$ cat src/rtl/odd_div_if.sv
// rtl/odd_div_if.sv - observation bundle for the odd-ratio clock divider
`timescale 1ns/1ps

interface odd_div_if #(
    parameter int W = 8
);
    logic [W-1:0] cnt_pos;
    logic [W-1:0] cnt_neg;
    logic [W-1:0] cnt_temp;
    logic [W-1:0] cnt;
    logic         clk_out_pos;
    logic         clk_out_neg;
    logic         clk_out;

    // Divider side drives everything.
    modport master (
        output cnt_pos, cnt_neg, cnt_temp, cnt,
        output clk_out_pos, clk_out_neg, clk_out
    );

    // Observer side (slow-domain consumer or bench).
    modport slave (
        input cnt_pos, cnt_neg, cnt_temp, cnt,
        input clk_out_pos, clk_out_neg, clk_out
    );
endinterface

$ cat src/rtl/odd_div.sv
// rtl/odd_div.sv - latch-free 50% duty odd-ratio clock divider, f_clk/N
`timescale 1ns/1ps

module odd_div #(
    parameter int N = 5,
    parameter int W = 8
) (
    input  logic      clk,
    input  logic      rst_n,    // active-high synchronous reset
    odd_div_if.master obs
);

    // Reject ratios the two-phase scheme cannot produce at 50% duty.
    if ((N % 2) == 0 || N < 3) begin : g_bad_n
        $error("odd_div: N must be odd and >= 3");
    end
    if ((2 * N - 1) >= (1 << W)) begin : g_bad_w
        $error("odd_div: W too narrow for phase index 2*N-1");
    end

    localparam logic [W-1:0] LAST = W'(N - 1);
    localparam logic [W-1:0] HALF = W'((N - 1) / 2);
    localparam logic [W-1:0] TOP  = W'(2 * N - 1);

    logic [W-1:0] cnt_pos_q;
    logic [W-1:0] cnt_neg_q;
    logic         pos_q;
    logic         neg_q;
    logic [W-1:0] cnt_temp_c;
    logic [W-1:0] cnt_c;

    // Rising-edge modulo-N counter and the (N-1)/2-cycle-wide high pulse.
    always_ff @(posedge clk) begin
        if (rst_n) begin
            cnt_pos_q <= '0;
            pos_q     <= 1'b0;
        end else begin
            cnt_pos_q <= (cnt_pos_q == LAST) ? '0 : cnt_pos_q + 1'b1;
            pos_q     <= (cnt_pos_q < HALF);
        end
    end

    // Falling-edge shadow: stretches the pulse by half a source period.
    always_ff @(negedge clk) begin
        if (rst_n) begin
            cnt_neg_q <= '0;
            neg_q     <= 1'b0;
        end else begin
            cnt_neg_q <= cnt_pos_q;
            neg_q     <= pos_q;
        end
    end

    // Half-period phase index: equal counters mean the falling edge has caught up.
    always_comb begin
        cnt_temp_c = {cnt_pos_q[W-2:0], 1'b0};
        cnt_c      = cnt_temp_c;
        if (cnt_pos_q != cnt_neg_q) begin
            cnt_c = (cnt_temp_c == '0) ? TOP : cnt_temp_c - 1'b1;
        end
    end

    assign obs.cnt_pos     = cnt_pos_q;
    assign obs.cnt_neg     = cnt_neg_q;
    assign obs.cnt_temp    = cnt_temp_c;
    assign obs.cnt         = cnt_c;
    assign obs.clk_out_pos = pos_q;
    assign obs.clk_out_neg = neg_q;
    // OR of two flop outputs; never both changing on the same edge.
    assign obs.clk_out     = pos_q | neg_q;

endmodule

$ cat src/flat_wrapper.sv
// flat-port wrapper written by rule: the top's interface ports become plain ports
module odd_div_flat 
#(
    parameter int N = 5,
    parameter int W = 8
)
  (clk, rst_n, obs_cnt_pos, obs_cnt_neg, obs_cnt_temp, obs_cnt, obs_clk_out_pos, obs_clk_out_neg, obs_clk_out);
  odd_div_if #(.W(W)) obs_i ();
  input  logic clk;
  input  logic rst_n;
  output wire logic [$bits(obs_i.cnt_pos)-1:0] obs_cnt_pos;
  output wire logic [$bits(obs_i.cnt_neg)-1:0] obs_cnt_neg;
  output wire logic [$bits(obs_i.cnt_temp)-1:0] obs_cnt_temp;
  output wire logic [$bits(obs_i.cnt)-1:0] obs_cnt;
  output wire logic [$bits(obs_i.clk_out_pos)-1:0] obs_clk_out_pos;
  output wire logic [$bits(obs_i.clk_out_neg)-1:0] obs_clk_out_neg;
  output wire logic [$bits(obs_i.clk_out)-1:0] obs_clk_out;
  assign obs_cnt_pos = obs_i.cnt_pos;
  assign obs_cnt_neg = obs_i.cnt_neg;
  assign obs_cnt_temp = obs_i.cnt_temp;
  assign obs_cnt = obs_i.cnt;
  assign obs_clk_out_pos = obs_i.clk_out_pos;
  assign obs_clk_out_neg = obs_i.clk_out_neg;
  assign obs_clk_out = obs_i.clk_out;
  odd_div #(.N(N), .W(W)) u_core (.clk(clk), .rst_n(rst_n), .obs(obs_i));
endmodule
$ cat config.mk
export PLATFORM = sky130hd
export DESIGN_NAME = odd_div_flat
export DESIGN_NICKNAME = d
export VERILOG_FILES = /design/src/rtl/odd_div_if.sv /design/src/rtl/odd_div.sv /design/src/flat_wrapper.sv
export SDC_FILE = /design/constraint.sdc
export NUM_CORES = 1
export LEC_CHECK = 0
export BUFFER_PORTS_ARGS = -buffer_cell sky130_fd_sc_hd__buf_2
export CAP_MARGIN = 25
export CELL_PAD_IN_SITES_DETAIL_PLACEMENT = 0
export CELL_PAD_IN_SITES_GLOBAL_PLACEMENT = 2
export CORE_ASPECT_RATIO = 0.6
export CORE_MARGIN = 2
export CORE_UTILIZATION = 25
export CTS_CLUSTER_DIAMETER = 150
export DETAILED_ROUTE_END_ITERATION = 12
export PLACE_DENSITY_LB_ADDON = 0.1
export SLEW_MARGIN = 15
export SYNTH_ARGS = -nofsm -noshare
export SYNTH_HDL_FRONTEND = slang
export SYNTH_SLANG_ARGS = --single-unit
$ cat constraint.sdc
create_clock -name clk -period 1.6 [get_ports clk]
set_clock_uncertainty 0.05 [all_clocks]
set_input_delay 0.08 -clock clk [delete_from_list [all_inputs] [get_ports clk]]
set_output_delay 0.08 -clock clk [all_outputs]
set_load 0.02 [all_outputs]
==> metrics.cfg, run 1 <==
[outcome]
outcome = finished, violations left
violations = setup timing

[floorplan]
ios = 37
rows = 18
core_um2 = 4031
dieArea_um2 = 4665
die_w_um = 86.86
die_h_um = 53.71
initial_core_util = 0.2554

[routing]
avgViaCountPerCell = 4.297
via_count = 997
wirelength_mm = 3.010
first_iter_violations = 24
drc = 0
drtPass1Iterations = 4
wl_per_cell_um = 12.97
ant_nets = 0

[critical_path]
crit_type = flop to output pin
cp.required_ns = 1.47
critical_path_arrival_ns = 2.68
critPathLaunchType = flop
endpoint_kind = output pin
cp_max_fo = 3

[logic_synthesis]
synth_cell_type_count = 28
synth-async-reset-ratio = 0
ys.flop_type = dfxtp_1
ys_top_cells_by_area = dfxtp_1 (35%), xor2_1 (11%), buf_4 (6.6%), nor2_1 (6.2%), mux2_1 (4.4%)
ys_ff_latch = 18
syn_nets = 120
synth_most_common_cell = dfxtp_1
synth_top_area_share = 0.3499
seq_area_frac_synth = 0.3499
synthCells = 115
synth_area_leader_cell = dfxtp_1
yosys-top-cells-count = dfxtp_1 (18), nor2_1 (17), xor2_1 (13)
avgSynthCellArea_um2 = 8.954
yosysWarningCount = 0
syn-cell-area_um2 = 1030
synth_edf_count = 0

[worst_hold_path]
hold_path_class = input port to flop

[run]
maxCapViolCount = 0

[place]
io_buffers = 35
gp_congestion = 0.7179
dp_slack_ns = -0.9108
dp_hpwl_mm = 2.269

[clocking]
path_clk_slew_ns = 0.07
clock_path_buffers = 2
htreeDepth = 1
tritoncts = done
clock_sinks = 18
insertion_delay_ns = 0.26
cts_buffers = 3
root_buffer = clkbuf_8

[sta]
finalSetupViolCount = 18
drv_slew = 0
rsz0062_at_grt = true
finalSetupTns_ns = -11.14
worst_slack_ns = -1.209
hold_viol = 0

[final_layout]
drive_gt1_frac = 0.6538
num-nets-final = 188
diodes = 0
layout-area-overhead-vs-synth_pct = 80.56

[grt]
grt_pass1_wl_mm = 5.099
antenna_found_initial = 0
grt.overflow.total = 0
grt_pass1_vias = 994
grt_max_degree = 13
grtUsageTotal = 0.1464

[pwr]
p_leak_nw = 0.9305
ir_drop_v = 0.0004262
power_density_nw_per_um2 = 985.8

[cell type report]
class | count | area, um^2
clock inverters | 9 | 33.78
inverters | 3 | 16.27
repair buffers | 71 | 604.3
flip-flops and latches | 18 | 392.9
clock buffers | 4 | 55.05
well taps | 50 | 62.56
fillers | 399 | 2172
multi-input cells | 77 | 694.4
[report_power, final]
part           total (W)  internal [W]  leakage, nW  switching, W
clock network   0.000467      0.000249       0.0767      0.000218
logic           0.000874      0.000465        0.699      0.000409
registers       0.000492      0.000469        0.155     0.0000229
total            0.00183       0.00118        0.931      0.000650
[sequential cells by signal (all words and copies together) (netlist names)]
name                    count
u_core.obs.clk_out_pos      1
u_core.obs.cnt_pos          8
u_core.obs.cnt_neg          8
u_core.obs.clk_out_neg      1
[metrics by stage]
stage               area (um^2)    util  instances  hold WS [ns]  total power (W)
floorplan                  1181       -        115        0.2834        0.0009815
finish                     1859  0.4612        232        0.1228         0.001833
global route               1859  0.4612        232        0.1363         0.001941
detailed placement         1508  0.3740        214        0.3911         0.001188
CTS                        1813  0.4497        231        0.1130         0.001821
global placement           1508  0.3740        214        0.3857         0.001185
[routing by layer]
metal	track usage	part of all wire	up-vias
li1	-	-	493
met5	0	0	-
met2	0.2201	0.45	24
met3	0.03834	0.039	2
met1	0.2050	0.51	478
met4	0.04688	0.0063	0
[final timing paths]
path | from | slack [ns] | cells past startpoint | to
worst max-delay path | u_core.obs.cnt_neg[2] | -1.21 | 6 | obs_cnt[5]
worst min-delay path | rst_n | 0.12 | 2 | u_core.obs.cnt_pos[7]
worst min register to register | u_core.obs.cnt_pos[0] | 0.52 | 2 | u_core.obs.cnt_pos[0]
worst max register to register | u_core.obs.cnt_pos[1] | 0.03 | 4 | u_core.obs.cnt_neg[1]
[layout by cell type, fill, tap and decap left out, types with 4 or more instances in the layout]
master / n
xor2_1: 5
buf_2: 19
xor2_2: 7
buf_4: 25
dfxtp_4: 5
inv_1: 10
nor2_1: 16
dfxtp_2: 11
buf_6: 25
clkbuf_8: 4
nand3_1: 6
nor2b_1: 7
[cells by family after synthesis]
family	synth area share
buf+inv	0.1239
mux	0.04374
simple gates	0.2382
other cells	0.003642
fa+ha+maj	0.03646
flops	0.3499
xor+xnor	0.1191
compound gates	0.08505
[repair_timing]
item,in CTS,in global routing
endpoints found under the setup margin,19,26
pin swaps,3,4
hold buffers,0,0
gates resized for setup,45,13
buffers inserted,5,2
[worst max-delay path, cell delays in order, from the launching register on]
cell and delay, ns:
dfxtp_2 0.33, xor2_2 0.16, nor4_4 0.37, buf_4 0.20
a21oi_1 0.07, mux2_2 0.26, buf_2 0.16
Note: power is estimated with default switching activity, not from simulation.
==> inputs of run 2 (changes only) <==
Settings changed: CORE_MARGIN 2 to default.
==> run 2 against run 1 <==
The run ends with DRC, setup timing left. Global-route usage is 0.30 points higher. Register-to-register slack better by 0.02 ns. Sequential share of layout area is 0.93 points higher. Core utilization is 0.051 points higher. Via count is 2.9% lower. Flip-flop and latch count stayed put. Worst hold slack worse by 0.012 ns. First-iteration DRC count is 110% higher. Critical path type unchanged. Largest power group unchanged.
==> metrics.cfg, run 2 (synthesis results as in run 1) <==
[sta]
finalSetupTns_ns = -11.18  ; -0.04050 ns
finalSetupViolCount = 18  ; unchanged
rsz0062_at_grt = true
drv_slew = 0  ; unchanged
worst_slack_ns = -1.233  ; -0.02418 ns
hold_viol = 0  ; unchanged

[grt]
grt_pass1_wl_mm = 4.740  ; -7.0%
grt_max_degree = 13  ; unchanged
antenna_found_initial = 0  ; unchanged
grt.overflow.total = 0  ; unchanged
grt_pass1_vias = 893  ; -10%
grtUsageTotal = 0.1495  ; +0.003039

[floorplan]
rows = 17  ; -1
die_h_um = 51.71  ; -3.7%
core_um2 = 3807  ; -5.6%
die_w_um = 84.86  ; -2.3%
initial_core_util = 0.2705  ; +0.01503
ios = 37  ; unchanged
dieArea_um2 = 4388  ; -5.9%

[final_layout]
final_cell_mix = buf_4 (26), buf_2 (20), buf_6 (20)
layout_commonest_cell = buf_4
diodes = 0  ; unchanged
layout-area-overhead-vs-synth_pct = 70.72
num-nets-final = 183  ; -2.7%
drive_gt1_frac = 0.6215  ; -0.03238

[outcome]
violations = DRC, setup timing
outcome = finished, violations left

[clocking]
cts_buffers = 3  ; unchanged
tritoncts = done
htreeDepth = 1  ; unchanged
clock_path_buffers = 2  ; unchanged
path_clk_slew_ns = 0.08  ; about the same
insertion_delay_ns = 0.26  ; about the same
clock_sinks = 18  ; unchanged
root_buffer = clkbuf_8
postCtsHoldBufs = 0  ; unchanged

[routing]
drc = 3  ; +3
wirelength_mm = 2.897  ; -3.8%
avgViaCountPerCell = 4.321  ; +0.56%
wl_per_cell_um = 12.93  ; -0.32%
ant_nets = 0  ; unchanged
drtPass1Iterations = 8  ; +4
via_count = 968  ; -2.9%
first_iter_violations = 51  ; +110%

[pwr]
p_leak_nw = 0.8965  ; -3.7%
power_density_nw_per_um2 = 1024  ; +3.9%
power_w = 0.001801  ; -1.8%
ir_drop_v = 0.0004643  ; +8.9%

[critical_path]
crit_type = flop to output pin
cp.required_ns = 1.47  ; about the same
critPathLaunchType = flop
endpoint_kind = output pin
critical_path_arrival_ns = 2.70  ; +0.02 ns
cp_max_fo = 7  ; +4

[worst_hold_path]
hold_path_class = input port to flop

[place]
gp_congestion = 0.7853  ; +9.4%
io_buffers = 35  ; unchanged
dp_hpwl_mm = 2.268  ; about the same

[run]
maxCapViolCount = 0  ; unchanged

==> run 2: cell count changes in the layout (fill, tap and decap cells not counted), moves of 2 or more <==
cell and delta:
buf_12 -2, dfxtp_2 +2, buf_6 -5, dfxtp_4 -2
==> run 2: what timing repair did <==
item,4_1_cts,5_1_grt
setup buffers,2,0
endpoints found under the setup margin,18,18
pin swaps,0,1
gates resized for setup,29,13
==> run 2: path summary, 6_finish.rpt <==
path                            slack, ns  depth (start not counted)                  start                     end
worst max-delay path                -1.23                          6  u_core.obs.cnt_neg[5]              obs_cnt[7]
worst min-delay path                 0.11                          2                  rst_n   u_core.obs.cnt_pos[7]
worst min register to register       0.52                          2  u_core.obs.cnt_pos[1]  u_core.obs.clk_out_pos
worst max register to register       0.05                          3  u_core.obs.cnt_pos[1]   u_core.obs.cnt_neg[1]
==> run 2: power by group <==
part           internal (W)  total [W]  switching (W)
logic              0.000356   0.000723       0.000367
clock network      0.000364   0.000584       0.000221
registers          0.000471   0.000494      0.0000222
==> run 2: area by class of cell <==
class                           instances  area, um^2
Clock buffer                            3       41.29
Tap cell                               47       58.81
Multi-Input combinational cell         77       671.9
Sequential cell                        18       387.9
Fill cell                             369        2049
Clock inverter                         10       63.81
Timing Repair Buffer                   66       520.5
Inverter                                3       13.76
==> run 2: stage by stage <==
stage               hold WS [ns]  utilization  instances  setup slack, ns  area (um^2)
CTS                       0.1135       0.4482        224           -1.224         1707
floorplan                 0.2834            -        115          -0.8139         1181
global route              0.1362       0.4617        224           -1.311         1758
global placement          0.3776       0.3930        210          -0.9255         1496
detailed placement        0.3930       0.3930        210          -0.9022         1496
finish                    0.1104       0.4617        224           -1.233         1758
==> run 2: per-layer routing <==
metal | wire (um) | track usage | share of wire | vias to the layer above
met5 | 0 | 0 | 0 | -
met4 | 61 | 0.07627 | 0.021 | 0
met3 | 124 | 0.03651 | 0.043 | 4
met2 | 1173 | 0.2127 | 0.40 | 27
met1 | 1537 | 0.2095 | 0.53 | 454
li1 | - | - | - | 483
==> run 2: worst max-delay path, cell delays in order, from the launching register on <==
cell and delay, ns:
dfxtp_2 0.33, xor2_2 0.16, nor4_4 0.40, buf_6 0.19, a21oi_1 0.07, mux2_2 0.27
buf_2 0.16
